**src/rtl/dadda_pipe_mul.sv**
```systemverilog
// Pipelined unsigned Dadda-tree multiplier with valid/ready handshake, two register stages, optional low-column approximation.
// Optional mean-error compensation of the approximate product is enabled by defining DADDA_APPROX_COMP_EN.
module dadda_pipe_mul #(
   parameter int WIDTH       = 8,
   parameter int OUT_WIDTH   = 2*WIDTH,
   parameter int APPROX_COLS = 0
) (
   input  logic                 clk,
   input  logic                 rst_n,
   input  logic                 in_valid,
   output logic                 in_ready,
   input  logic [WIDTH-1:0]     in1,
   input  logic [WIDTH-1:0]     in2,
   output logic                 out_valid,
   input  logic                 out_ready,
   output logic [OUT_WIDTH-1:0] out_prod,
   output logic                 out_overflow
);

   localparam int PW       = 2*WIDTH;
   localparam int NLVL     = $clog2(PW);
   localparam int COMP_BIT = (APPROX_COLS > 0) ? APPROX_COLS-1 : 0;
`ifdef DADDA_APPROX_COMP_EN
   localparam logic [PW-1:0] COMP_MASK = (APPROX_COLS > 0) ? (PW'(1) << COMP_BIT) : '0;
`else
   localparam logic [PW-1:0] COMP_MASK = '0;
`endif

   function automatic int dseq(input int s);
      case (s)
         0:       return 2;
         1:       return 3;
         2:       return 4;
         3:       return 6;
         4:       return 9;
         5:       return 13;
         6:       return 19;
         default: return 28;
      endcase
   endfunction

   // ---------------- Dadda reduction (combinational) ----------------
   logic [WIDTH-1:0] col_c [PW];
   logic [WIDTH-1:0] col_n [PW];
   int               h_c   [PW];
   int               h_n   [PW];
   int               cur, p, d;
   logic             cell_s, cell_c;
   logic [PW-1:0]    red_a, red_b;

   always_comb begin
      cur    = 0;
      p      = 0;
      d      = 0;
      cell_s = 1'b0;
      cell_c = 1'b0;
      red_a  = '0;
      red_b  = '0;
      for (int c = 0; c < PW; c++) begin
         col_c[c] = '0;
         col_n[c] = '0;
         h_c[c]   = 0;
         h_n[c]   = 0;
      end
      // Discarded partial products keep their slot as a constant 0 so the tree shape is unchanged.
      for (int i = 0; i < WIDTH; i++) begin
         for (int j = 0; j < WIDTH; j++) begin
            if (i + j >= APPROX_COLS)
               col_c[i+j][h_c[i+j]] = in1[j] & in2[i];
            h_c[i+j] = h_c[i+j] + 1;
         end
      end
      for (int s = 7; s >= 0; s--) begin
         if (dseq(s) < WIDTH) begin
            d = dseq(s);
            for (int c = 0; c < PW; c++) begin
               col_n[c] = '0;
               h_n[c]   = 0;
            end
            for (int c = 0; c < PW; c++) begin
               // Carries arriving from column c-1 in this stage already count toward the height.
               cur = h_c[c] + h_n[c];
               p   = 0;
               for (int k = 0; k < WIDTH; k++) begin
                  if (cur > d) begin
                     if (cur - d >= 2) begin
                        cell_s = col_c[c][p] ^ col_c[c][p+1] ^ col_c[c][p+2];
                        cell_c = (col_c[c][p] & col_c[c][p+1]) |
                                 (col_c[c][p+2] & (col_c[c][p] ^ col_c[c][p+1]));
                        p   = p + 3;
                        cur = cur - 2;
                     end else begin
                        cell_s = col_c[c][p] ^ col_c[c][p+1];
                        cell_c = col_c[c][p] & col_c[c][p+1];
                        p   = p + 2;
                        cur = cur - 1;
                     end
                     col_n[c][h_n[c]] = cell_s;
                     h_n[c] = h_n[c] + 1;
                     if (c + 1 < PW) begin
                        col_n[c+1][h_n[c+1]] = cell_c;
                        h_n[c+1] = h_n[c+1] + 1;
                     end
                  end
               end
               for (int k = 0; k < WIDTH; k++) begin
                  if (k >= p && k < h_c[c]) begin
                     col_n[c][h_n[c]] = col_c[c][k];
                     h_n[c] = h_n[c] + 1;
                  end
               end
            end
            for (int c = 0; c < PW; c++) begin
               col_c[c] = col_n[c];
               h_c[c]   = h_n[c];
            end
         end
      end
      for (int c = 0; c < PW; c++) begin
         if (h_c[c] > 0) red_a[c] = col_c[c][0];
         if (h_c[c] > 1) red_b[c] = col_c[c][1];
      end
   end

   // ---------------- Handshake and stage registers ----------------
   logic                 s1_valid_q, s1_valid_d;
   logic                 s2_valid_q, s2_valid_d;
   logic [PW-1:0]        row_a_q, row_a_d;
   logic [PW-1:0]        row_b_q, row_b_d;
   logic [OUT_WIDTH-1:0] prod_q, prod_d;
   logic                 ovf_q, ovf_d;
   logic                 s1_adv, s2_adv;

   // ---------------- Kogge-Stone final adder on the S1 rows ----------------
   logic [PW-1:0] ks_g, ks_p, ks_gn, ks_pn, ks_hx, sum_raw, sum_cmp;
   logic          sum_ovf;

   always_comb begin
      ks_hx = row_a_q ^ row_b_q;
      ks_g  = row_a_q & row_b_q;
      ks_p  = ks_hx;
      ks_gn = '0;
      ks_pn = '0;
      for (int l = 0; l < NLVL; l++) begin
         ks_gn = ks_g;
         ks_pn = ks_p;
         for (int i = 0; i < PW; i++) begin
            if (i >= (1 << l)) begin
               ks_gn[i] = ks_g[i] | (ks_p[i] & ks_g[i-(1<<l)]);
               ks_pn[i] = ks_p[i] & ks_p[i-(1<<l)];
            end
         end
         ks_g = ks_gn;
         ks_p = ks_pn;
      end
      sum_raw = ks_hx ^ {ks_g[PW-2:0], 1'b0};
      sum_cmp = sum_raw | COMP_MASK;
   end

   generate
      if (OUT_WIDTH < PW) begin : g_ovf
         assign sum_ovf = |sum_cmp[PW-1:OUT_WIDTH];
      end else begin : g_no_ovf
         assign sum_ovf = 1'b0;
      end
   endgenerate

   always_comb begin
      s2_adv     = !s2_valid_q | out_ready;
      s1_adv     = !s1_valid_q | s2_adv;
      in_ready   = s1_adv;
      s1_valid_d = s1_adv ? in_valid : s1_valid_q;
      s2_valid_d = s2_adv ? s1_valid_q : s2_valid_q;
      row_a_d    = row_a_q;
      row_b_d    = row_b_q;
      prod_d     = prod_q;
      ovf_d      = ovf_q;
      if (s1_adv && in_valid) begin
         row_a_d = red_a;
         row_b_d = red_b;
      end
      // Output registers load only on a real result so out_prod holds its last value when idle.
      if (s2_adv && s1_valid_q) begin
         prod_d = sum_cmp[OUT_WIDTH-1:0];
         ovf_d  = sum_ovf;
      end
   end

   always_ff @(posedge clk or negedge rst_n) begin
      if (!rst_n) begin
         s1_valid_q <= 1'b0;
         s2_valid_q <= 1'b0;
         row_a_q    <= '0;
         row_b_q    <= '0;
         prod_q     <= '0;
         ovf_q      <= 1'b0;
      end else begin
         s1_valid_q <= s1_valid_d;
         s2_valid_q <= s2_valid_d;
         row_a_q    <= row_a_d;
         row_b_q    <= row_b_d;
         prod_q     <= prod_d;
         ovf_q      <= ovf_d;
      end
   end

   assign out_valid    = s2_valid_q;
   assign out_prod     = prod_q;
   assign out_overflow = ovf_q;

endmodule

```
**config.mk**
```make
export PLATFORM = sky130hd
export DESIGN_NAME = dadda_pipe_mul
export DESIGN_NICKNAME = d
export VERILOG_FILES = /design/src/rtl/dadda_pipe_mul.sv
export SDC_FILE = /design/constraint.sdc
export NUM_CORES = 1
export LEC_CHECK = 0
export CAP_MARGIN = 20
export CORE_UTILIZATION = 58
export DETAILED_ROUTE_END_ITERATION = 16
export GPL_TIMING_DRIVEN = 0
export PLACE_DENSITY = 0.81
export SLEW_MARGIN = 15
export SYNTH_ARGS = -nofsm -noshare
export SYNTH_HDL_FRONTEND = slang
export SYNTH_SLANG_ARGS = --single-unit
```
**constraint.sdc**
```tcl
create_clock -name clk -period 2.7 [get_ports clk]
set_input_delay 0.54 -clock clk [delete_from_list [all_inputs] [get_ports clk]]
set_output_delay 0.54 -clock clk [all_outputs]
set_load 0.02 [all_outputs]
```
==> metrics <==
clk sinks 47; root buffer cell clkbuf_8; Least-Margin Pin Slew 0.618 ns; Critical Path Sink Type flip-flop; most numerous cell in the Yosys netlist nand2_1; Seq/Total Area, Yosys 0.319; Via density 5.62; FILL cells 462; status finished, violations left; VDD IR-drop max 0.525 mV; fin crit share 1.04; grt total ovfl 0; worst r2r src row_a_q[1]; Async S/R FF share, synth 1.00; arrival time worst endpoint 2.99 ns; Placed Area 4220 µm²; first-pass GRT wire length 13.3 mm; CTS Buf Count 5; final hold vios 0; largest family of logic cells by synthesized area adder cells; GPL Wtd Cong 0.837; hold_buf cts 0; Finished Cell Area 4390 µm²; Cell Area, Synth 3680 µm²; Vias 2,804; DRC viols 0; RSZ-0062 raised after global routing true; Clock Path Buffers 2; Max Clock Freq 356 MHz; Yosys top cell by area dfrtp_1; Area Growth Syn to Fin 19.3%; die footprint 6670 µm²; worst clock skew 0.00566 ns; drt wl/cell 16.2 µm; required time worst endpoint 2.88 ns; initial antenna violation count 0; Worst setup SP type primary input; initial core utilization 0.611; first-pass iteration count of the detailed router 4; xor/xnor share of the synthesized area 0.0143; average cell area after synthesis 9.80 µm²; Die Wd 81.7 µm; Leakage 2.10 nW; number of nets in the layout 500; Power, Total 3.23 mW; mux cell area share after synthesis 0.0611; pwr dens 736 nW/µm²; largest cells by area after synthesis dfrtp_1 (32%), fa_1 (20%), nand2_1 (7.2%); vias in the first global route 2,801; share of Yosys cell area claimed by the top area cell type 0.319; worst skew pair latency 0.29 ns; hold slack 0.170 ns; R2R setup slack 0.56 ns; Rows 28; final setup vio count 6; crit path max fanout 8; ys flop type dfrtp_1; ratio of cells with drive above 1 in the final layout 0.165; cells after synthesis 376; largest net degree at the start of global routing 31; multi-input logic area 2370 µm²; syn_nets 453; adder-cell share of the synthesized area 0.267; port bufs 36; FF+latch count, synth 47; clock transition at the registers of the reported paths 0.09 ns; Hold Crit Class primary input to asynchronous set/reset pin; WS Path Type primary input to flip-flop; R2R cell count 8; post-synthesis cell type count 44; Post-Synth Simple-Gate Area 0.167; diode count 0; Final Util 0.729; Post-synth EDFFs 0; relative slew slack 0.583; I/O pin cnt 39; DPL Wire Length 6.30 mm; final wirelength 8.10 mm; final worst slack -0.108 ns; FF+latch area 1180 µm²; Final Critical Period 2.81 ns; CORE AREA 6030 µm²; Tot GR Track Use 0.270; failing checks negative setup slack; die height 81.7 µm; Post-synth top cells nand2_1 (71), dfrtp_1 (47), inv_1 (43), fa_1 (36), and2_1 (28); worst reg2reg endpoint out_prod[13]; max_cap viols 0; Compound-Gate Fraction of Synth Area 0.109; antenna viol nets, final 0; H-tree lvl count 2; CTS tree yes; YS warnings 0; Pins Over Slew Limit 0; DR iter-0 viols 173
[cells by family (layout without fill, tap and decap cells)]
kind of cell / count (synthesis) / in the layout
AOI/OAI and AO/OA: 62 / 62
xor gates and xnor gates: 6 / 6
adders and majority gates: 57 / 57
buffers and inverters: 56 / 104
DFF: 47 / 47
muxes: 20 / 20
other: 1 / 1
and+or+nand+nor: 127 / 127
[placed cells by master (no fill, tap or decap), drive strengths merged, types with 2 or more instances in the layout]
cell type,count
and4,2
buf,24
and2,28
nor3,2
xor2,5
nand4,2
o2111ai,2
dlygate4sd2,3
mux2,20
clkbuf,12
ha,21
and3,2
a211oi,2
clkdlybuf4s50,20
a21oi,11
nand2,71
fa,36
o21a,3
nand3b,2
dfrtp,47
nand2b,4
inv,43
a31oi,3
nor2,6
o21ai,23
a21o,3
o31ai,6
o31a,2
a221oi,2
nand3,4
[how the worst max path moves through the flow]
stage                  to   start  slack (ns)
6_report       row_b_q[9]  in1[7]       -0.11
5_1_grt        row_b_q[9]  in2[2]       -0.14
4_1_cts        row_b_q[9]  in1[7]       -0.08
3_5_place_dp   row_b_q[8]  in2[2]       -1.27
3_3_place_gp   row_b_q[8]  in2[2]       -1.23
2_1_floorplan  row_b_q[9]  in1[7]       -0.20
[repair_timing]
item	in CTS	in global routing
endpoints found under the hold margin	0	0
setup endpoints to repair	18	10
buffers inserted	3	0
resized for setup	91	5
pin swaps	7	5
[critical path, cell delays in order]
cell,delay [ns]
buf_12,0.10
nand2_8,0.05
fa_2,0.56
inv_2,0.04
fa_1,0.50
fa_1,0.45
fa_1,0.48
mux2_4,0.27
[through the flow]
stage	setup TNS [ns]	std cells	worst slack (ns)
after floorplan	-1.09	376	-0.200
after global routing	-0.509	499	-0.140
after detailed placement	-16.62	488	-1.27
after CTS	-0.232	499	-0.0784
final	-0.329	499	-0.108
after global placement	-23.02	487	-1.23
[routing by layer]
| layer | part of all wire | GRT usage |
|---|---|---|
| met5 | 0 | 0 |
| met4 | 0.018 | 0.0947 |
| met3 | 0.042 | 0.0456 |
| met2 | 0.52 | 0.455 |
| met1 | 0.42 | 0.351 |
[state kept, by name, indices dropped and copies added (netlist names)]
signal	count
out_prod	16
row_a_q	15
row_b_q	14
out_valid	1
s1_valid_q	1
[where the power goes]
| part | switching, mW | internal, mW | total (mW) | leakage, nW |
|---|---|---|---|---|
| Sequential | 0.131 | 0.928 | 1.06 | 0.587 |
| Combinational | 0.956 | 0.802 | 1.76 | 1.47 |
| Clock | 0.232 | 0.182 | 0.414 | 0.0422 |
| Total | 1.32 | 1.91 | 3.23 | 2.10 |
[cell type report]
class,count,share of cell area
clock inverters,1,0.00114
multi-input cells,273,0.539
plain buffers,13,0.0151
repair buffers,40,0.102
well taps,75,0.0214
clock buffers,7,0.0174
flip-flops and latches,47,0.268
inverters,43,0.0367
No activity file was read; power rests on OpenSTA's default activity.
